==> src/rtl/serial_add_sched.sv <==
// Round-robin scheduler sharing one bit-serial adder slice (two half adders
// plus a carry flop) between two requesters; results come back LSB-aligned.
module serial_add_sched #(
   parameter int WIDTH = 8
) (
   input  logic             clk,
   input  logic             rst,
   input  logic             req0_valid,
   input  logic [WIDTH-1:0] req0_a,
   input  logic [WIDTH-1:0] req0_b,
   output logic             req0_ready,
   input  logic             req1_valid,
   input  logic [WIDTH-1:0] req1_a,
   input  logic [WIDTH-1:0] req1_b,
   output logic             req1_ready,
   output logic             rsp_valid,
   output logic             rsp_id,
   output logic [WIDTH-1:0] rsp_sum,
   output logic             rsp_cout,
   output logic             busy
);

   localparam int CW = $clog2(WIDTH);

   // Handshake: a request is taken on any cycle where reqN_valid and
   // reqN_ready are both high; ready is only offered in IDLE, never under rst.
   typedef enum logic [1:0] {IDLE, RUN, DONE} state_e;

   state_e           state_q, state_d;
   logic [WIDTH-1:0] a_q, a_d, b_q, b_d, acc_q, acc_d;
   logic [WIDTH-1:0] rsp_sum_q, rsp_sum_d;
   logic [CW-1:0]    cnt_q, cnt_d;
   logic             carry_q, carry_d;
   logic             id_q, id_d;
   logic             last_q, last_d;
   logic             rsp_id_q, rsp_id_d;
   logic             rsp_cout_q, rsp_cout_d;
   logic             grant0, grant1;
   logic             s1, c1, c2, sum_bit, carry_nx;

   always_comb begin
      grant0     = req0_valid & (~req1_valid | last_q);
      grant1     = req1_valid & (~req0_valid | ~last_q);
      req0_ready = (state_q == IDLE) & grant0 & ~rst;
      req1_ready = (state_q == IDLE) & grant1 & ~rst;

      s1       = a_q[0] ^ b_q[0];
      c1       = a_q[0] & b_q[0];
      sum_bit  = s1 ^ carry_q;
      c2       = s1 & carry_q;
      carry_nx = c1 | c2;

      state_d    = state_q;
      a_d        = a_q;
      b_d        = b_q;
      acc_d      = acc_q;
      cnt_d      = cnt_q;
      carry_d    = carry_q;
      id_d       = id_q;
      last_d     = last_q;
      rsp_sum_d  = rsp_sum_q;
      rsp_cout_d = rsp_cout_q;
      rsp_id_d   = rsp_id_q;

      case (state_q)
         IDLE: begin
            if (req0_ready | req1_ready) begin
               a_d     = req1_ready ? req1_a : req0_a;
               b_d     = req1_ready ? req1_b : req0_b;
               carry_d = 1'b0;
               cnt_d   = '0;
               id_d    = req1_ready;
               last_d  = req1_ready;
               state_d = RUN;
            end
         end
         RUN: begin
            a_d     = a_q >> 1;
            b_d     = b_q >> 1;
            acc_d   = {sum_bit, acc_q[WIDTH-1:1]};
            carry_d = carry_nx;
            if (cnt_q == CW'(WIDTH - 1)) begin
               // Result registers stay put outside DONE until the next result.
               state_d    = DONE;
               rsp_sum_d  = {sum_bit, acc_q[WIDTH-1:1]};
               rsp_cout_d = carry_nx;
               rsp_id_d   = id_q;
            end else begin
               cnt_d = cnt_q + 1'b1;
            end
         end
         DONE:    state_d = IDLE;
         default: state_d = IDLE;
      endcase
   end

   always_ff @(posedge clk) begin
      if (rst) begin
         state_q    <= IDLE;
         a_q        <= '0;
         b_q        <= '0;
         acc_q      <= '0;
         cnt_q      <= '0;
         carry_q    <= 1'b0;
         id_q       <= 1'b0;
         last_q     <= 1'b1;
         rsp_sum_q  <= '0;
         rsp_cout_q <= 1'b0;
         rsp_id_q   <= 1'b0;
      end else begin
         state_q    <= state_d;
         a_q        <= a_d;
         b_q        <= b_d;
         acc_q      <= acc_d;
         cnt_q      <= cnt_d;
         carry_q    <= carry_d;
         id_q       <= id_d;
         last_q     <= last_d;
         rsp_sum_q  <= rsp_sum_d;
         rsp_cout_q <= rsp_cout_d;
         rsp_id_q   <= rsp_id_d;
      end
   end

   assign rsp_valid = (state_q == DONE) & ~rst;
   assign rsp_id    = rsp_id_q;
   assign rsp_sum   = rsp_sum_q;
   assign rsp_cout  = rsp_cout_q;
   assign busy      = (state_q != IDLE);

endmodule

==> config.mk <==
export PLATFORM = sky130hd
export DESIGN_NAME = serial_add_sched
export DESIGN_NICKNAME = d
export VERILOG_FILES = /design/src/rtl/serial_add_sched.sv
export SDC_FILE = /design/constraint.sdc
export NUM_CORES = 1
export LEC_CHECK = 0
export CORE_AREA = 2 2 63 65
export DETAILED_ROUTE_END_ITERATION = 12
export DIE_AREA = 0 0 65 67
export GPL_TIMING_DRIVEN = 0
export PLACE_DENSITY = 0.85
export SLEW_MARGIN = 30
export SYNTH_ARGS = -nofsm -noshare
export SYNTH_HDL_FRONTEND = slang
export SYNTH_SLANG_ARGS = --single-unit
==> constraint.sdc <==
create_clock -name clk -period 3.13 [get_ports clk]
set_input_delay 0.626 -clock clk [delete_from_list [all_inputs] [get_ports clk]]
set_output_delay 0.626 -clock clk [all_outputs]
set_load 0.005 [all_outputs]
# Yosys cells after proc, flatten, opt, wreduce, memory -nomap -nowiden
# Index checks and enable logic that the tools add are counted.
[classes]
bitwise_logic = 19
add_sub_neg = 1
reduce_logical = 8
muxes = 14
eq_ne = 6
[op_table]
columns = ["cell", "n"]
rows = [
  ["$mux 8", 4],
  ["$pmux 8 s2", 2],
  ["$and 1x1->1", 9],
  ["$reduce_and 2->1", 4],
  ["$mux 3", 2],
  ["$pmux 3 s2", 1],
  ["$mux 2", 2],
  ["$ne 2x2->1 const B", 2],
  ["$not 1->1", 4],
  ["$or 1x1->1", 4],
  ["$pmux 2 s2", 1],
  ["$reduce_bool 2->1", 2],
  ["$add 3x1->3 const B", 1],
  ["$eq 3x3->1 const B", 1],
  ["$reduce_and 3->1", 1],
  ["$eq 2x1->1 const B", 1],
  ["$eq 2x2->1 const B", 1],
  ["$logic_not 2->1", 1],
  ["$ne 2x1->1 const B", 1],
  ["$pmux 1 s2", 1],
  ["$xor 1x1->1", 2],
  ["$mux 1", 1],
]
[word_totals]
regBits = 42
output_inout_bits = 14
word_cells = 59

# Longest topological paths before layout
# Gate-level depths: netlist (run 1).
[depth]
ltp_word = 8
ltp_mapped = 7

# Worst setup path after synthesis (run 1)
# No wires, ideal clock.
[synth_timing]
path_kind = "input-to-output"
startpoint = "input req1_valid"
endpoint = "output req1_ready"
path_stages = 4
path_slack_ns = 1.022
arrival_time_ns = 1.482
path_cell_list = "or3b_4 a211o_1 buf_6 clkinv_2"
[synth_via]
elab_chain_cells = 3
[synth_rtl]
columns = ["item", "line_no", "text"]
rows = [
  ["start: declaration", "12", "input logic req1_valid,"],
  ["$and 1x1->1", "43", "grant1 = req1_valid & (~req0_valid | ~last_q);"],
  ["$and 1x1->1 (2 in a row)", "45", "req1_ready = (state_q == IDLE) & grant1 & ~rst;"],
  ["end: declaration", "15", "output logic req1_ready,"],
]
# Every way passes these cells.

# Worst setup path after layout (run 1)
# Ends and elaborated chain as after synthesis.

==> impl_summary.txt, run 1 <==
----------------------------------------------------
[Place]
  Port-buffer cells ... 48
  Placer Congestion ... 0.801
  Half-perimeter wire length of the detailed placement result ... 2.96 mm
  Placed Area ... 0.00235 mm2
  # placed instances ... 317

[Critical path]
  Maximum fanout along the worst path ... 8
  Worst-case reg-to-reg path depth ... 7
  Class of the most critical setup path ... in -> out
  Nature of the critical path endpoint ... output port
  Minimum setup slack among reg-to-reg paths ... 1.25 ns
  Startpoint class of the critical path ... input port
  FF-to-FF End ... a_q[0]
  Data required time of the worst path ... 2.50 ns
  Data arrival time at the worst-slack endpoint ... 2.33 ns
  Source of the worst register-to-register timing path ... state_q[1]

[Finish]
  Synth-to-Final Area Change ... 34.6%
  Area of all placed cells without fillers ... 0.00244 mm2
  Area used by sequential logic in the layout ... 821 um2
  Filler cell count ... 317
  Area of combinational cells with multiple inputs ... between 800 and 900 um2
  Diode insertion count for antenna repair ... 0
  Layout cell share with drive strength beyond 1 ... 0.0505
  Final cell count without fillers ... 325
  Nets ... 315

[Floorplanning]
  Initial core utilization ... 0.502
  Die Height ... ~67 um
  Row Count ... 22
  Die area ... 0.00436 mm2
  Floorplan Core Area ... about 0.0036 mm2
  Die X ... 65 um
  Number of top-level design ports ... 50

[CTS]
  Clock slew seen by the registers of the worst setup and hold paths ... 0.07 ns
  Clock latency on the worst-skew pair ... approximately 0.3 ns
  # clock sinks ... between 40 and 50
  Buffer depth of the longest clock path ... 2
  Depth of the CTS H-tree ... 2
  Root Buffer Master ... clkbuf_8
  Clock tree from TritonCTS ... done
  Number of post-CTS setup repair buffers ... 0
  Number of clock buffers inserted by TritonCTS ... 5

[GRT]
  Maximum number of pins on one net before global-route repair ... 13
  Combined global-route utilization of all metal layers ... 0.217
  Number of antenna violations at the first check in global routing ... 0
  Global-route wire length before repair ... between 7 and 8 mm
  Remaining global-route overflow ... 0
  Vias in the first global route ... 1,612

[Logic synthesis]
  Number of library cell types mapped by synthesis ... 25
  Cells after synthesis ... 221
  Most frequently used cell type in the post-synthesis netlist ... nand2_1
  Most common flop cell mapped by yosys ... dfxtp_1
  Top cell type's share of synthesized area ... 0.454
  Top cell types by occurrence after synthesis ... nand2_1 (43), dfxtp_1 (41), a21oi_1 (24)
  Combined area of all synthesized cells ... 0.00181 mm2
  Area contributors post-synth ... dfxtp_1 (45%), nand2_1 (8.9%), a21oi_1 (6.6%)
  Average footprint of a synthesized cell ... about 8 um2
  Post-synth net total ... 260
  Number of synthesized flops with an enable pin ... 0
  Cell type contributing the most total cell area after synthesis ... dfxtp_1
  Flops & latches, synth ... 41
  Async set-or-reset flop fraction in the synthesized netlist ... 0
  Number of synthesis warnings ... 0
  Post-synthesis sequential area ratio ... 0.454

[Routing]
  Routed length per placed instance ... 12.3 um
  Detailed router's first-iteration violation count ... 97
  ANT nets after route ... 0
  Number of detailed-route iterations in the first pass ... 4
  Mean number of vias per cell ... 5.14
  Detailed-route via count ... 1,669
  DRC violations left ... 0
  Routed wire length ... 3.99 mm

[Timing]
  Highest Clock Rate ... approximately 0.34 GHz
  Setup repair after global routing missed its margin ... no
  WHS ... 0.455 ns
  Final period util ... 0.944
  Relative max-transition margin ... 0.588
  Worst-Margin Slew ... 0.615 ns
  Final Slew Violations ... 0
  Number of setup violations in the final report ... 0
  Fin Clk Skew ... 0.00618 ns
  Min cycle time layout ... 2.95 ns
  Final-report hold violation count ... 0

[Worst hold path]
  Worst Hold Path Cells ... 2
  Min-Delay Endpoint ... rsp_sum[2]
  Beginning of the worst hold path ... rsp_sum[2]
  Worst hold path type ... reg -> reg

[Power and ir drop]
  Static leakage ... 0.000927 uW
  Overall Power ... 1060 uW
  Worst ir drop on vdd ... 0.000267 V
  Areal power density over the cells ... between 400 and 500 mW/mm2

[Outcome]
  Status ... complete, no violations

[Flow run]
  Max-cap violation count ... 0

----------------------------------------------------
## critical path, stage by stage
cell	delay [ns]
dlygate4sd2_1	0.26
or3b_4	0.40
a211o_1	0.28
buf_6	0.15
clkinv_2	0.09
clkdlybuf4s50_1	0.50
## layer usage
layer,GRT usage,vias to the layer above,part of all wire
li1,-,866,-
met1,0.247,750,0.43
met2,0.385,46,0.51
met3,0.0642,7,0.052
met4,0.0718,0,0.013
met5,0,-,0
## how the worst max path moves through the flow
stage / slack, ns / end / depth (start not counted) / startpoint
floorplan: 1.02 / req1_ready / 4 / req1_valid
global placement: -0.07 / req1_ready / 6 / req1_valid
detailed placement: -0.08 / req1_ready / 6 / req1_valid
CTS: 0.18 / req1_ready / 6 / req1_valid
global route: 0.12 / req1_ready / 6 / req1_valid
finish: 0.18 / req1_ready / 6 / req1_valid
## placed cells by master, fill, tap and decap left out, drive strengths merged
cell type       n
or3             2
nand3          14
ha              2
clkbuf         18
inv            15
o221ai         11
mux2i          11
nor2b           2
a211o           2
nand2          43
nand2b          4
or2             1
nor2            8
clkinv          3
dfxtp          41
a21oi          24
o21ai           5
dlygate4sd2     1
or3b            1
o32ai           3
a31oi           2
fa              1
buf             4
clkdlybuf4s50  47
nor3           11
nor3b           1
## what timing repair did
item | 4_1_cts | 5_1_grt
hold buffers | 0 | 0
endpoints found under the setup margin | 1 | 0
endpoints found under the hold margin | 0 | 0
resized for setup | 1 | 0
## registers in the layout (all words and copies together) (netlist names)
| name | cells |
|---|---|
| a_q | 8 |
| state_q | 2 |
| id_q | 1 |
| b_q | 8 |
| rsp_sum | 8 |
| rsp_cout | 1 |
| cnt_q | 3 |
| acc_q | 7 |
| rsp_id | 1 |
| carry_q | 1 |
| last_q | 1 |
## report_power, final
group / internal, uW / total [uW] / switching (uW)
Clock: 154 / 334 / 179
Sequential: 547 / 563 / 16.2
Combinational: 82.9 / 158 / 75.3
Total: 785 / 1060 / 271
## kinds of logic after synthesis
kind of cell,share of synthesized area
AOI/OAI and AO/OA,0.165
muxes,0.0609
and+or+nand+nor,0.216
DFF,0.454
adders and majority gates,0.0249
buffers and inverters,0.0795
## layout make-up
type,count,share of cell area
buffer,16,0.0339
clock buffer,6,0.0298
clock inverter,2,0.00411
inverter,16,0.0252
multi-input combinational,148,0.349
sequential,41,0.337
tap,48,0.0247
timing repair buffer,48,0.197
## stage by stage
stage          utilization  worst slack [ns]  TNS [ns]
6_report             0.676             0.176         0
5_1_grt              0.676             0.122         0
4_1_cts              0.676             0.177         0
3_5_place_dp         0.653           -0.0805   -0.0805
3_3_place_gp         0.652           -0.0677   -0.0677
2_1_floorplan            -              1.02         0
No activity file was read; power rests on OpenSTA's default activity.
==> inputs of run 2 (changes only) <==
- CTS_CLUSTER_SIZE: not set -> 14
==> results of run 2 <==
The final DEF is identical to that of run 1; final timing and power are the same.
